===== src/rtl/fmul_pipe.sv =====
`default_nettype none
// +----------------------------------------------------------------------------+
// | fmul_pipe : 3-stage pipelined floating-point multiplier with RNE rounding,  |
// |             flush-to-zero, range flags and valid/ready backpressure.        |
// | Optional macro FMUL_SPECIAL_EN enables NaN/infinity decode of all-ones exp. |
// | Revision  : 1.0                                                             |
// +----------------------------------------------------------------------------+
module fmul_pipe #(
  parameter int EXP_W = 8,
  parameter int MAN_W = 23,
  parameter int W     = EXP_W + MAN_W + 1
) (
  input  logic         clk,
  input  logic         rst,
  input  logic         in_valid,
  output logic         in_ready,
  input  logic [W-1:0] s,
  input  logic [W-1:0] t,
  output logic         out_valid,
  input  logic         out_ready,
  output logic [W-1:0] d,
  output logic         overflow,
  output logic         underflow
);

  localparam int SIG_W  = MAN_W + 1;
  localparam int PROD_W = 2 * SIG_W;
  localparam int E_W    = EXP_W + 2;
  localparam logic signed [E_W-1:0] C_BIAS  = E_W'((1 << (EXP_W - 1)) - 1);
  localparam logic signed [E_W-1:0] C_EMAX  = E_W'((1 << EXP_W) - 1);
  localparam logic signed [E_W-1:0] C_EZERO = '0;

  logic w_stall;
  assign w_stall  = out_valid & ~out_ready;
  assign in_ready = ~w_stall;

  // ---------------- S1: unpack and multiply ----------------
  logic [EXP_W-1:0]        w_es, w_et;
  logic [PROD_W-1:0]       prod1_d;
  logic signed [E_W-1:0]   esum1_d;
  logic                    zero1_d, nan1_d, inf1_d;

  assign w_es    = s[W-2:MAN_W];
  assign w_et    = t[W-2:MAN_W];
  assign prod1_d = {{SIG_W{1'b0}}, 1'b1, s[MAN_W-1:0]} * {{SIG_W{1'b0}}, 1'b1, t[MAN_W-1:0]};
  assign esum1_d = {2'b00, w_es} + {2'b00, w_et} - C_BIAS;
  assign zero1_d = (w_es == '0) | (w_et == '0);

`ifdef FMUL_SPECIAL_EN
  logic w_s_nan, w_t_nan, w_s_inf, w_t_inf;
  assign w_s_nan = (&w_es) & (|s[MAN_W-1:0]);
  assign w_t_nan = (&w_et) & (|t[MAN_W-1:0]);
  assign w_s_inf = (&w_es) & ~(|s[MAN_W-1:0]);
  assign w_t_inf = (&w_et) & ~(|t[MAN_W-1:0]);
  assign nan1_d  = w_s_nan | w_t_nan | (w_s_inf & (w_et == '0)) | (w_t_inf & (w_es == '0));
  assign inf1_d  = (w_s_inf | w_t_inf) & ~nan1_d;
`else
  assign nan1_d  = 1'b0;
  assign inf1_d  = 1'b0;
`endif

  logic                  v1_q, sign1_q, zero1_q, nan1_q, inf1_q;
  logic signed [E_W-1:0] esum1_q;
  logic [PROD_W-1:0]     prod1_q;

  // ---------------- S2: normalise and round ----------------
  logic                  w_carry, w_l, w_g, w_st, w_rnd;
  logic [MAN_W-1:0]      w_man;
  logic [MAN_W:0]        w_man_r;
  logic signed [E_W-1:0] esum2_d;

  assign w_carry = prod1_q[PROD_W-1];
  assign w_man   = w_carry ? prod1_q[PROD_W-2 -: MAN_W] : prod1_q[PROD_W-3 -: MAN_W];
  assign w_l     = w_carry ? prod1_q[SIG_W]             : prod1_q[MAN_W];
  assign w_g     = w_carry ? prod1_q[MAN_W]             : prod1_q[MAN_W-1];
  assign w_st    = w_carry ? (|prod1_q[MAN_W-1:0])      : (|prod1_q[MAN_W-2:0]);
  assign w_rnd   = w_g & (w_st | w_l);
  assign w_man_r = {1'b0, w_man} + {{MAN_W{1'b0}}, w_rnd};
  assign esum2_d = esum1_q + {{(E_W-1){1'b0}}, w_carry};

  logic                  v2_q, sign2_q, zero2_q, nan2_q, inf2_q, rc2_q;
  logic signed [E_W-1:0] esum2_q;
  logic [MAN_W-1:0]      man2_q;

  // ---------------- S3: exponent adjust, range check, pack ----------------
  logic signed [E_W-1:0] w_e3;
  logic [W-1:0]          w_d3;
  logic                  w_ovf3, w_unf3;

  assign w_e3 = esum2_q + {{(E_W-1){1'b0}}, rc2_q};

  // Priority: special results, then zero operands, then range limits
  always_comb begin
    w_d3   = {sign2_q, w_e3[EXP_W-1:0], man2_q};
    w_ovf3 = 1'b0;
    w_unf3 = 1'b0;
    if (nan2_q) begin
      w_d3 = {1'b0, {EXP_W{1'b1}}, 1'b1, {(MAN_W-1){1'b0}}};
    end else if (inf2_q) begin
      w_d3 = {sign2_q, {EXP_W{1'b1}}, {MAN_W{1'b0}}};
    end else if (zero2_q) begin
      w_d3 = {sign2_q, {(W-1){1'b0}}};
    end else if (w_e3 >= C_EMAX) begin
      w_d3   = {sign2_q, {EXP_W{1'b1}}, {MAN_W{1'b0}}};
      w_ovf3 = 1'b1;
    end else if (w_e3 <= C_EZERO) begin
      w_d3   = {sign2_q, {(W-1){1'b0}}};
      w_unf3 = 1'b1;
    end
  end

  always_ff @(posedge clk or posedge rst) begin
    if (rst) begin
      v1_q      <= 1'b0;
      sign1_q   <= 1'b0;
      zero1_q   <= 1'b0;
      nan1_q    <= 1'b0;
      inf1_q    <= 1'b0;
      esum1_q   <= '0;
      prod1_q   <= '0;
      v2_q      <= 1'b0;
      sign2_q   <= 1'b0;
      zero2_q   <= 1'b0;
      nan2_q    <= 1'b0;
      inf2_q    <= 1'b0;
      rc2_q     <= 1'b0;
      esum2_q   <= '0;
      man2_q    <= '0;
      out_valid <= 1'b0;
      d         <= '0;
      overflow  <= 1'b0;
      underflow <= 1'b0;
    end else if (!w_stall) begin
      v1_q <= in_valid;
      if (in_valid) begin
        sign1_q <= s[W-1] ^ t[W-1];
        zero1_q <= zero1_d;
        nan1_q  <= nan1_d;
        inf1_q  <= inf1_d;
        esum1_q <= esum1_d;
        prod1_q <= prod1_d;
      end
      v2_q <= v1_q;
      if (v1_q) begin
        sign2_q <= sign1_q;
        zero2_q <= zero1_q;
        nan2_q  <= nan1_q;
        inf2_q  <= inf1_q;
        rc2_q   <= w_man_r[MAN_W];
        esum2_q <= esum2_d;
        man2_q  <= w_man_r[MAN_W-1:0];
      end
      out_valid <= v2_q;
      if (v2_q) begin
        d         <= w_d3;
        overflow  <= w_ovf3;
        underflow <= w_unf3;
      end
    end
  end

endmodule
`default_nettype wire


===== config.mk =====
export PLATFORM = sky130hd
export DESIGN_NAME = fmul_pipe
export DESIGN_NICKNAME = d
export VERILOG_FILES = /design/src/rtl/fmul_pipe.sv
export SDC_FILE = /design/constraint.sdc
export NUM_CORES = 2
export LEC_CHECK = 0
export CAP_MARGIN = 20
export CORE_ASPECT_RATIO = 1.5
export CORE_UTILIZATION = 45
export CTS_BUF_LIST = sky130_fd_sc_hd__clkbuf_4
export CTS_CLUSTER_DIAMETER = 80
export DETAILED_ROUTE_END_ITERATION = 6
export PLACE_DENSITY = 0.65
export SYNTH_ARGS = -nofsm -noshare
export SYNTH_HDL_FRONTEND = slang
export SYNTH_SLANG_ARGS = --single-unit

===== constraint.sdc =====
create_clock -name clk -period 4.72 [get_ports clk]
set_input_delay 0.708 -clock clk [delete_from_list [all_inputs] [get_ports clk]]
set_output_delay 0.708 -clock clk [all_outputs]
set_load 0.02 [all_outputs]

-- Word level (Yosys, flattened, before mapping)
Cells that the tools add are included.
- $add $sub $neg: 5
- multipliers: 1
- order comparisons: 2
- multiplexer cells: 12
- bitwise gates (word level): 7
- reductions and logical operators: 7
- operators with widths (kind ; count):
    31-bit two-way mux ; 3
    24-bit by 24-bit multiplier with 48-bit output ; 1
    23-bit by 1-bit adder with 24-bit output ; 1
    23-bit two-way mux ; 1
    23-bit OR reduction ; 1
    22-bit OR reduction ; 1
    10-bit by 1-bit adder with 10-bit output ; 2
    8-bit logical NOT ; 2
    10-bit by 9-bit greater-or-equal comparator with 1-bit output (second input constant) ; 1
    10-bit by 1-bit less-or-equal comparator with 1-bit output (second input constant) ; 1
    9-bit by 7-bit subtractor with 10-bit output (second input constant) ; 1
    8-bit by 8-bit adder with 9-bit output ; 1
    1-bit two-way mux ; 8
    2-bit AND reduction ; 3
    1-bit AND ; 2
    1-bit NOT ; 2
    1-bit bitwise OR ; 2
    1-bit bitwise XOR ; 1
- register bits after elaboration: 133
- logic and storage cells: 49

-- Logic depth before layout (Yosys ltp)
- word-level depth: 5
- depth in mapped cells: 25

-- Worst setup path after synthesis
OpenSTA, ideal clock, no wires.
- kind: input to register
- start: in t[12]
- end: reg prod1_q[43]
- arrival: 6.682 ns
- required time: 4.596 ns
- slack: -2.086 ns
- cell stages on the path: 23
- path buffers: 3
- cells stage by stage: clkbuf_1 -> clkbuf_1 -> nand2_1 -> fa_1 -> inv_1 -> fa_1 -> inv_1 -> fa_1 -> inv_1 -> fa_1 -> fa_1 -> fa_1 -> inv_1 -> fa_1 -> inv_1 -> ha_1 -> buf_2 -> nand4_1 -> or3_1 -> or2_1 -> o211ai_2 -> nor3_1 -> a211o_1
- longest elaborated chain between the ends: 1
- ends and longest elaborated chain (what ; RTL line ; RTL):
    from (decl) ; 18 ; input logic [W-1:0] t,
    24-bit by 24-bit multiplier with 48-bit output ; 45 ; assign prod1_d = {{SIG_W{1'b0}}, 1'b1, s[MAN_W-1:0]} * {{SIG_W{1'b0}}, 1'b1, t[MAN_W-1:0]};
    to (signal assigned) ; 141 ; prod1_q <= prod1_d;
    to (decl) ; 64 ; logic [PROD_W-1:0] prod1_q;
No other way between the ends.
A chain may end at the register's enable or synchronous reset.

-- Final worst setup path
- start: in s[15]
- end: reg prod1_q[38]
- longest elaborated chain between the ends: 1
- ends and longest elaborated chain (what ; RTL line ; RTL):
    from (decl) ; 17 ; input logic [W-1:0] s,
    24-bit by 24-bit multiplier with 48-bit output ; 45 ;
No other way between the ends.

==> summary.txt <==
Min path
  • Hold Path Origin: v2_q
  • Min-Delay Path Class: flop to flop
  • Min-Delay Endpoint: out_valid
  • WHS Path Cells: 2

Flow run
  • Max-Cap Viols: 0

Layout
  • Area Growth Syn to Fin: 31.55%
  • Final design utilization: 60.12%
  • Share of cells above drive strength 1: 27.69%
  • Final std cells w/o fill: 4069
  • Fin area: 33650 um^2
  • Final nets: 4043

Yosys
  • Async set-reset flop share out of synthesis: 100.0%
  • Register area share after synthesis: 13.01%
  • Synth cell count leaders: inv_1 (600), fa_1 (483), nand2_1 (421)
  • Syn_nets: 3598
  • Post-synth EDFFs: 0
  • Dominant cell by count in the synthesized netlist: inv_1
  • Cell taking the most area after synthesis: fa_1
  • Synthesized area per cell: 8.963 um^2
  • Yosys warns: 0
  • Post-synthesis instance total: 2854
  • Share of the synthesized area in the top cell type: 37.80%
  • FF+latch count, synth: 133
  • Post-synthesis cell type count: 80
  • Synth Cell Area: 25580 um^2
  • Post-synth top flop: dfrtp_1
  • Dominant cells by area after synthesis: fa_1 (38%), dfrtp_1 (13%), ha_1 (9.4%)

STA
  • Setup violators final: 37
  • Fmax: 159.0 MHz
  • RSZ-0062 raised after global routing: true
  • Crit path time final: 6.287 ns
  • Post-Route Skew: 0.02053 ns
  • Final period util: 133.2%
  • Final Hold Fails: 0
  • Worst Slack Setup Final: -1.567 ns
  • Worst-Margin Slew: 1.070 ns
  • Slew Viols, Final: 0
  • Slew margin rel.: 28.68%

Run status
  • Status: complete, but fails checks
  • Failing checks: setup timing

Clocking
  • Clk Latency, worst-skew pair: 0.55 ns
  • H-tree depth: 4
  • CTS tree: yes
  • Clock slew at reported path FFs: 0.12 ns
  • CTS root buffer: clkbuf_4
  • Clock Sinks: 133
  • Max Buffers Root-to-Sink: 2
  • Total CTS buffers: 17
  • Hold-fix buffers, CTS: 0

Critical path
  • Worst endpoint required time: 5.20 ns
  • Slowest-stage cell, CP: fa_1
  • Startpoint types: primary input
  • Worst-path fanout max: 12
  • R2R Path Start: prod1_q[47]
  • CP dominant cell by count: fa_1
  • WP buf/inv: 10
  • CP Class: primary input to flop
  • Reg2reg end: man2_q[20]
  • Critical path capture point type: flop
  • Max incr delay on CP: 0.55 ns
  • Crit path max-delay family: adder cells
  • R2R setup slack: 1.45 ns
  • Worst Path Arrival: 6.77 ns
  • Worst Reg-to-Reg Cells: 11

Placement
  • Placed Area: 30330 um^2
  • DP HPWL: 60800 um
  • GP Congestion: 0.9556
  • Inst Count DP: 3914
  • IO Port Bufs: 103

Global route
  • Global-route wire length before repair: 122000 um
  • Vias in the first global route: 23369
  • Largest net degree at the start of global routing: 88
  • Antenna violations before repair: 1
  • Total track usage: 27.20%
  • GRT Residual Overflow: 0

Detailed routing
  • DRC viols: 0
  • WL/cell: 18.81 um
  • Initial DRC Count: 1000
  • Final antenna-violating net count: 0
  • Via Count: 21173
  • Vias/cell: 5.203
  • Post-Route WL: 76530 um
  • Detailed Routing Iterations Pass 1: 7

Die
  • Core area: 55970 um^2
  • Initial Util: 45.70%
  • I/O pin count: 104
  • Row count: 106
  • Die Area: 57820 um^2
  • Die height: 294 um
  • Die width: 196.7 um
==> routing by layer <==
layer  vias to the layer above  track usage (%)  share of wire [%]
li1                       9648                -                  -
met2                       648            50.80                 53
met5                         -                0                  0
met3                       261            2.521                3.9
met4                         0            17.26                7.5
met1                     10616            29.21                 36
==> area by class of cell <==
class	instances	area, um^2
Sequential cell	133	3328
Clock inverter	15	202.7
Timing Repair Buffer	569	5784
Tap cell	756	945.9
Multi-Input combinational cell	1975	20970
Clock buffer	17	127.6
Antenna cell	1	2.502
Fill cell	4690	22320
Inverter	603	2295
==> cell usage in the layout (no fill, tap or decap), types with 27 or more instances in the layout <==
cell,Yosys,layout
ha_1,193,155
o21ai_1,8,34
inv_2,0,63
buf_12,0,40
nand3_1,30,27
buf_6,0,109
clkdlybuf4s50_1,0,58
fa_1,483,428
a21oi_1,66,46
inv_1,600,531
buf_4,3,309
nor2_1,74,65
nand2_1,421,381
dfrtp_1,133,133
nand2_2,0,29
and2_4,0,52
o21ai_0,80,47
and2_1,253,201
fa_2,0,55
ha_4,0,35
xnor2_1,40,33
==> sequential cells by signal, summed over array words and instances, names as in the netlist, 10 cells and up <==
| name | count |
|---|---|
| man2_q | 23 |
| esum1_q | 10 |
| esum2_q | 10 |
| prod1_q | 48 |
| d | 32 |
==> logic make-up after synthesis <==
| kind of cell | share of synthesized area [%] |
|---|---|
| xor gates and xnor gates | 2.157 |
| AOI/OAI and AO/OA | 8.986 |
| muxes | 0.8364 |
| DFF | 13.01 |
| buffers and inverters | 11.03 |
| adders and majority gates | 47.24 |
| and+or+nand+nor | 16.74 |
==> worst max path at each step <==
stage | slack, ns | depth (start not counted) | end | from
floorplan | -1.68 | 22 | prod1_q[35] | t[18]
global placement | -2.73 | 22 | prod1_q[46] | s[21]
detailed placement | -2.76 | 22 | prod1_q[46] | s[21]
CTS | -1.52 | 22 | prod1_q[35] | s[8]
global route | -1.74 | 27 | prod1_q[38] | s[11]
finish | -1.57 | 26 | prod1_q[38] | s[15]
==> per-stage QoR <==
step / hold slack, ns / setup WS (ns) / setup TNS [ns]
floorplan: 0.4365 / -1.680 / -49.60
global placement: 0.4552 / -2.728 / -89.74
detailed placement: 0.4642 / -2.759 / -91.34
CTS: 0.4901 / -1.521 / -46.61
global route: 0.5124 / -1.738 / -53.41
finish: 0.4857 / -1.567 / -48.78
==> worst reg2reg max path, delay by kind of cell, from the launching register on <==
family | cells | cell delay (ns)
AO/OA/AOI/OAI | 5 | 1.32
AND/OR/NAND/NOR | 4 | 0.67
flip-flops | 1 | 0.62
buffers and inverters | 1 | 0.38
adder cells (fa/ha/maj) | 1 | 0.25
==> repair_timing <==
item / 4_1_cts / 5_1_grt
buffers inserted: 85 / 34
cloned: 13 / 2
setup endpoints to repair: 40 / 39
pin swaps: 203 / 153
gates resized for setup: 571 / 183
Power is not shown: default switching activity piles up to over one toggle a cycle in this logic, so the estimate is an artifact.
